`config.mk`:
```
export PLATFORM = sky130hd
export DESIGN_NAME = warp_dispatcher
export DESIGN_NICKNAME = d
export VERILOG_FILES = /design/src/rtl/warp_dispatcher_pkg.sv /design/src/rtl/circular_buffer.sv /design/src/rtl/warp_dispatcher.sv
export SDC_FILE = /design/constraint.sdc
export NUM_CORES = 1
export LEC_CHECK = 0
export ABC_CLOCK_PERIOD_IN_PS = 5930
export CORE_MARGIN = 2
export CORE_UTILIZATION = 48
export DETAILED_ROUTE_END_ITERATION = 6
export PLACE_DENSITY = 0.82
export SLEW_MARGIN = 0
export SYNTH_ARGS = -nofsm -noshare
export SYNTH_HDL_FRONTEND = slang
export SYNTH_HIERARCHICAL = 1
export SYNTH_SLANG_ARGS = --single-unit
```
`constraint.sdc`:
```
create_clock -name clk -period 5.93 [get_ports clk]
set_clock_uncertainty 0.05 [all_clocks]
set_input_delay 1.186 -clock clk [delete_from_list [all_inputs] [get_ports clk]]
set_output_delay 1.186 -clock clk [all_outputs]
set_load 0.02 [all_outputs]
```
`src/rtl/warp_dispatcher_pkg.sv`:
```
`default_nettype none
// +--------------------------------------------------------------------------+
// | warp_dispatcher_pkg                                                      |
// | Shared kernel descriptor type and constants for the warp dispatcher.     |
// | Revision: 1.0                                                            |
// +--------------------------------------------------------------------------+
package warp_dispatcher_pkg;

  localparam int NUM_SIMD_CORES    = 4;
  localparam int LOG2_THREAD_COUNT = 3;
  localparam logic [3:0] NO_WARP   = 4'b1111;

  typedef struct packed {
    logic [31:0]                  start_pc;
    logic [LOG2_THREAD_COUNT-1:0] thread_count;
    logic [3:0]                   warp_id;
  } kernel_t;

endpackage
`default_nettype wire

```
`src/rtl/circular_buffer.sv`:
```
`default_nettype none
// +--------------------------------------------------------------------------+
// | circular_buffer                                                          |
// | FIFO of SIZE entries (power of two) with show-ahead head on dout.        |
// | Revision: 1.0                                                            |
// +--------------------------------------------------------------------------+
module circular_buffer #(
  parameter type T    = logic,
  parameter int  SIZE = 4
) (
  input  logic clk,
  input  logic rst,
  input  logic push,
  input  logic pop,
  input  T     din,
  output T     dout,
  output logic full,
  output logic empty
);

  localparam int c_PTR_W = (SIZE > 1) ? $clog2(SIZE) : 1;
  localparam int c_CNT_W = $clog2(SIZE) + 1;

  T                   r_mem [SIZE];
  logic [c_PTR_W-1:0] r_wr_ptr;
  logic [c_PTR_W-1:0] r_rd_ptr;
  logic [c_CNT_W-1:0] r_count;
  logic               w_do_push;
  logic               w_do_pop;

  assign full      = (r_count == c_CNT_W'(SIZE));
  assign empty     = (r_count == '0);
  assign w_do_push = push && !full;
  assign w_do_pop  = pop && !empty;
  assign dout      = r_mem[r_rd_ptr];

  // Pointers wrap naturally because SIZE is a power of two.
  always_ff @(posedge clk or posedge rst) begin
    if (rst) begin
      r_wr_ptr <= '0;
      r_rd_ptr <= '0;
      r_count  <= '0;
    end else begin
      if (w_do_push) r_wr_ptr <= r_wr_ptr + c_PTR_W'(1);
      if (w_do_pop)  r_rd_ptr <= r_rd_ptr + c_PTR_W'(1);
      case ({w_do_push, w_do_pop})
        2'b10:   r_count <= r_count + c_CNT_W'(1);
        2'b01:   r_count <= r_count - c_CNT_W'(1);
        default: r_count <= r_count;
      endcase
    end
  end

  always_ff @(posedge clk) begin
    if (w_do_push) r_mem[r_wr_ptr] <= din;
  end

endmodule
`default_nettype wire

```
`src/rtl/warp_dispatcher.sv`:
```
`default_nettype none
// +--------------------------------------------------------------------------+
// | warp_dispatcher                                                          |
// | Queues kernel descriptors, launches them on the lowest idle SIMD core    |
// | and reports retired warp IDs. Optional watchdog: WARP_DISPATCHER_TIMEOUT_EN|
// | Revision: 1.0                                                            |
// +--------------------------------------------------------------------------+
module warp_dispatcher
  import warp_dispatcher_pkg::*;
#(
  parameter int NUM_SIMD_CORES    = warp_dispatcher_pkg::NUM_SIMD_CORES,
  parameter int LOG2_THREAD_COUNT = warp_dispatcher_pkg::LOG2_THREAD_COUNT,
  parameter int QUEUE_DEPTH       = 4,
  parameter int TIMEOUT_CYCLES    = 1024
) (
  input  logic                                               clk,
  input  logic                                               rst,
  input  logic                                               valid_kernel,
  input  kernel_t                                            kernel_in,
  output logic                                               kernel_ready,
  output logic                                               drop_err,
  output logic [NUM_SIMD_CORES-1:0]                          core_start,
  output logic [NUM_SIMD_CORES-1:0][31:0]                    core_pc,
  output logic [NUM_SIMD_CORES-1:0][LOG2_THREAD_COUNT-1:0]   core_thread_count,
  input  logic [NUM_SIMD_CORES-1:0]                          core_done,
  output logic [NUM_SIMD_CORES-1:0][3:0]                     finished_warp_id,
  output logic [NUM_SIMD_CORES-1:0]                          timeout_err
);

  typedef enum logic [1:0] {
    ST_IDLE    = 2'd0,
    ST_LAUNCH  = 2'd1,
    ST_RUNNING = 2'd2,
    ST_RETIRE  = 2'd3
  } core_state_e;

`ifdef WARP_DISPATCHER_TIMEOUT_EN
  localparam int c_TMR_W = $clog2(TIMEOUT_CYCLES) + 1;
`else
  localparam int c_unused_timeout = TIMEOUT_CYCLES;
`endif

  kernel_t                   w_head;
  logic                      w_full;
  logic                      w_empty;
  logic                      w_bad;
  logic                      w_push;
  logic                      w_pop;
  logic                      w_found;
  logic [NUM_SIMD_CORES-1:0] w_idle;
  logic [NUM_SIMD_CORES-1:0] w_sel;
  logic                      r_drop_err;

  assign kernel_ready = !w_full;
  assign w_bad        = (kernel_in.thread_count == '0) || (kernel_in.warp_id == NO_WARP);
  assign w_push       = valid_kernel && kernel_ready && !w_bad;
  assign drop_err     = r_drop_err;

  circular_buffer #(
    .T    (kernel_t),
    .SIZE (QUEUE_DEPTH)
  ) u_queue (
    .clk   (clk),
    .rst   (rst),
    .push  (w_push),
    .pop   (w_pop),
    .din   (kernel_in),
    .dout  (w_head),
    .full  (w_full),
    .empty (w_empty)
  );

  always_ff @(posedge clk or posedge rst) begin
    if (rst) r_drop_err <= 1'b0;
    else     r_drop_err <= valid_kernel && (!kernel_ready || w_bad);
  end

  // Priority encoder: the lowest-index idle core takes the queue head.
  always_comb begin
    w_sel   = '0;
    w_found = 1'b0;
    for (int i = 0; i < NUM_SIMD_CORES; i++) begin
      if (!w_found && w_idle[i] && !w_empty) begin
        w_sel[i] = 1'b1;
        w_found  = 1'b1;
      end
    end
  end

  assign w_pop = w_found;

  for (genvar i = 0; i < NUM_SIMD_CORES; i++) begin : g_core
    core_state_e                  r_state;
    core_state_e                  w_next;
    logic [3:0]                   r_warp_id;
    logic [31:0]                  r_pc;
    logic [LOG2_THREAD_COUNT-1:0] r_tc;
    logic                         r_start;
    logic [3:0]                   r_fin;
`ifdef WARP_DISPATCHER_TIMEOUT_EN
    logic [c_TMR_W-1:0]           r_timer;
    logic [c_TMR_W-1:0]           w_timer_inc;
    logic                         w_timeout;
    logic                         r_timeout_err;

    assign w_timer_inc = r_timer + c_TMR_W'(1);
`endif

    always_comb begin
      w_next = r_state;
`ifdef WARP_DISPATCHER_TIMEOUT_EN
      w_timeout = 1'b0;
`endif
      case (r_state)
        ST_IDLE:    if (w_sel[i]) w_next = ST_LAUNCH;
        ST_LAUNCH:  w_next = ST_RUNNING;
        ST_RUNNING: begin
          if (core_done[i]) begin
            w_next = ST_RETIRE;
          end
`ifdef WARP_DISPATCHER_TIMEOUT_EN
          else if (w_timer_inc == c_TMR_W'(TIMEOUT_CYCLES - 1)) begin
            w_next    = ST_RETIRE;
            w_timeout = 1'b1;
          end
`endif
        end
        ST_RETIRE:  w_next = ST_IDLE;
        default:    w_next = ST_IDLE;
      endcase
    end

    // Pulses are registered from the next state so they coincide with it.
    always_ff @(posedge clk or posedge rst) begin
      if (rst) begin
        r_state   <= ST_IDLE;
        r_warp_id <= NO_WARP;
        r_pc      <= '0;
        r_tc      <= '0;
        r_start   <= 1'b0;
        r_fin     <= NO_WARP;
      end else begin
        r_state <= w_next;
        r_start <= (w_next == ST_LAUNCH);
        r_fin   <= (w_next == ST_RETIRE) ? r_warp_id : NO_WARP;
        if (w_sel[i]) begin
          r_pc      <= w_head.start_pc;
          r_tc      <= w_head.thread_count;
          r_warp_id <= w_head.warp_id;
        end
      end
    end

`ifdef WARP_DISPATCHER_TIMEOUT_EN
    always_ff @(posedge clk or posedge rst) begin
      if (rst) begin
        r_timer       <= '0;
        r_timeout_err <= 1'b0;
      end else begin
        r_timeout_err <= w_timeout;
        if (r_state == ST_LAUNCH)       r_timer <= '0;
        else if (r_state == ST_RUNNING) r_timer <= w_timer_inc;
      end
    end

    assign timeout_err[i] = r_timeout_err;
`else
    assign timeout_err[i] = 1'b0;
`endif

    assign w_idle[i]            = (r_state == ST_IDLE);
    assign core_start[i]        = r_start;
    assign core_pc[i]           = r_pc;
    assign core_thread_count[i] = r_tc;
    assign finished_warp_id[i]  = r_fin;
  end

endmodule
`default_nettype wire

```
==> reports/metrics.cfg <==
[sta]
fin_crit_sh=0.5585
finalMaxSlewViolations=0
fin_crit_ns=3.312
rsz0062_at_grt=no
tightestPinTransition_ns=1.110
worst_slew_margin_rel=0.2603
setup_tns_ns=0
hold_violations=0
setup_viol=0
max_freq_mhz=301.9

[power_and_ir_drop]
irDropWorstVdd_v=0.0003661
p_leak_nw=6.355
power.density_mw_per_mm2=623.2
power_w=0.01038

[layout]
fin_cells=1307
area_growth_pct=24.92
nFillCells=1992
multi_input_area_mm2=0.003456
layout-drive-gt1-share=0.3272
final_nets=965
seqCellArea_mm2=0.009534
layout_commonest_cell=clkdlybuf4s50_1
fin_util=0.6045
antenna_cells=0
final_cell_mix=207 x clkdlybuf4s50_1, 158 x dfrtp_1, 156 x edfxtp_1

[clock_tree]
cts-buffers-inserted=34
clock-sinks=348
cts_resized=0
htreeDepth=2
worstSkewPairLatency_ns=0.50
ctsHoldBuffers=0
clockBufferDepth=3
root_buffer=clkbuf_16
cts_tree=done
cts.repair_timing.setup_buffer_count=0
cts.clk_slew.worst_paths_ns=0.06

[placement]
place_inst=1246
portBuffers=207
gp_congestion=0.7370
dp.final_hpwl_mm=16.99

[critical_path]
rrSetupSlack_ns=3.01
slowest_delay_ns=0.94
worstPathMaxFanout=39
crit_slowest_cell=and2_2
worst_setup_path_start_kind=input pin
arrival_ns=3.37
critPathBufInv=1
crit_family=simple AND/OR/NAND/NOR gates
cp-end-kind=flop
crit_chain=clkdlybuf4s50_1 > nand4_1 > o311a_1 > and2_1 > nor2b_2 > and2_2
worstSetupPathType=in -> reg
cp_data_required_time_ns=5.99

[die]
num_rows=61
coreArea_mm2=0.02755
start_util=0.4839
dieWidth_um=170.7
die_height_um=170.7
num_io_pins=212
die_area_mm2=0.02913

[logic_synthesis]
synthArstFlopShare=0.5517
yosys_warnings=6
synth_area_mm2=0.01333
syn_avg_cell_area_um2=19.44
synth_top_area_share=0.3514
postSynthCellCount=686
ys_seq_elements=348
synth_edf_count=156
yosysSeqAreaShare=0.7147
synthFlopType=dfrtp_1
synth_top_area_cell=edfxtp_1
yosys-top-cells-area=edfxtp_1 35%, dfrtp_1 30%, mux2_2 11%
synth.distinct_cells=43

[run]
cap_violations=0

[detailed_routing]
first_iter_violations=398
via_count=6668
drc=0
wl_per_cell_um=20.57
drt_wl_total_mm=26.89
viasPerCell=5.102
firstDrtPassIters=4
antenna_left=0

[global_route]
grt_max_degree=186
antenna_found_initial=1
overflow=0
grt_pass1_vias=7179
grt_pass1_wl_mm=40.96
grt_usage=0.1859

[status]
status=finished clean

[worst_hold_path]
hp-class=reg -> reg

==> worst register-to-register path, stage by stage (launching register included) <==
cell and delay (ns):
dfrtp_1 0.44, nor3_1 0.73, nor2_2 0.16, nand3_2 0.50, buf_4 0.52, mux2_2 0.41
==> report_power, final <==
part	total (W)	leakage, nW	internal, W	switching, W
sequential	0.00403	3.65	0.00350	0.000530
clock	0.00196	0.486	0.00110	0.000862
combinational	0.00439	2.22	0.00228	0.00211
==> state kept, by name (all words and copies together), names as in the netlist <==
name,count
drop_err,1
g_core.r_pc,128
u_queue/r_rd_ptr,2
g_core.r_state,8
u_queue/r_count,3
g_core.r_start,4
g_core.r_tc,12
g_core.r_warp_id,16
g_core.r_fin,16
u_queue/r_mem,156
u_queue/r_wr_ptr,2
==> synth_stat cells, types with 2 or more instances <==
master / count
mux2_1: 3
xnor2_1: 3
mux2_2: 134
nor3_1: 3
nand3_2: 2
inv_1: 16
nor2b_1: 6
dfstp_2: 32
buf_12: 4
buf_6: 9
nor2_1: 10
and4_1: 2
mux2_4: 20
xor2_1: 4
dfrtp_1: 160
edfxtp_1: 156
a21oi_1: 3
o21ba_2: 2
ha_1: 14
or2_2: 11
buf_2: 10
buf_4: 10
mux4_2: 38
o21ai_0: 8
nand2b_1: 4
and2_1: 5
==> metal layers <==
layer / track usage / up-vias / part of all wire
li1: - / 2983 / -
met1: 0.2361 / 3474 / 0.42
met2: 0.3200 / 172 / 0.51
met3: 0.04997 / 37 / 0.059
met4: 0.04422 / 2 / 0.014
met5: 0 / - / 0.00045
==> final cells by class <==
cell class              count  area share
clock inverters            17    0.005184
well taps                 378     0.02840
clock buffers              44     0.05522
repair buffers            212      0.1274
flip-flops and latches    348      0.5725
multi-input cells         292      0.2075
inverters                  16    0.003831
==> cells by family (layout without fill, tap and decap cells) <==
logic type | after synthesis | in the layout | synth area share
adder cells (fa/ha/maj) | 15 | 15 | 0.01464
XOR/XNOR | 7 | 7 | 0.004598
multiplexers | 197 | 197 | 0.2051
AO/OA/AOI/OAI | 17 | 17 | 0.008259
buffers and inverters | 49 | 289 | 0.02750
flip-flops | 348 | 348 | 0.7147
AND/OR/NAND/NOR | 52 | 52 | 0.02487
other | 1 | 4 | 0.0002813
==> through the flow <==
stage / worst slack (ns) / hold slack, ns / cell area (um^2)
after floorplan: 2.342 / 0.4248 / 13350
after global placement: 2.116 / 0.4182 / 15650
after detailed placement: 2.051 / 0.4289 / 15650
after CTS: 2.587 / 0.4427 / 16650
after global routing: 2.455 / 0.4523 / 16650
final: 2.618 / 0.4373 / 16650
==> final timing paths <==
check | start | end | cells after the start
setup / recovery | kernel_in[2] | u_queue/r_mem[3][37] | 6
hold / removal | g_core[1].r_pc[29] | g_core[1].r_pc[29] | 1
setup reg to reg | u_queue/r_count[0] | g_core[2].r_pc[17] | 5
hold reg to reg | g_core[1].r_pc[29] | g_core[1].r_pc[29] | 1
max in group asynchronous | rst | g_core[0].r_state[0] | 3
min in group asynchronous | rst | u_queue/r_wr_ptr[0] | 2
(Power assumes the default switching activity.)
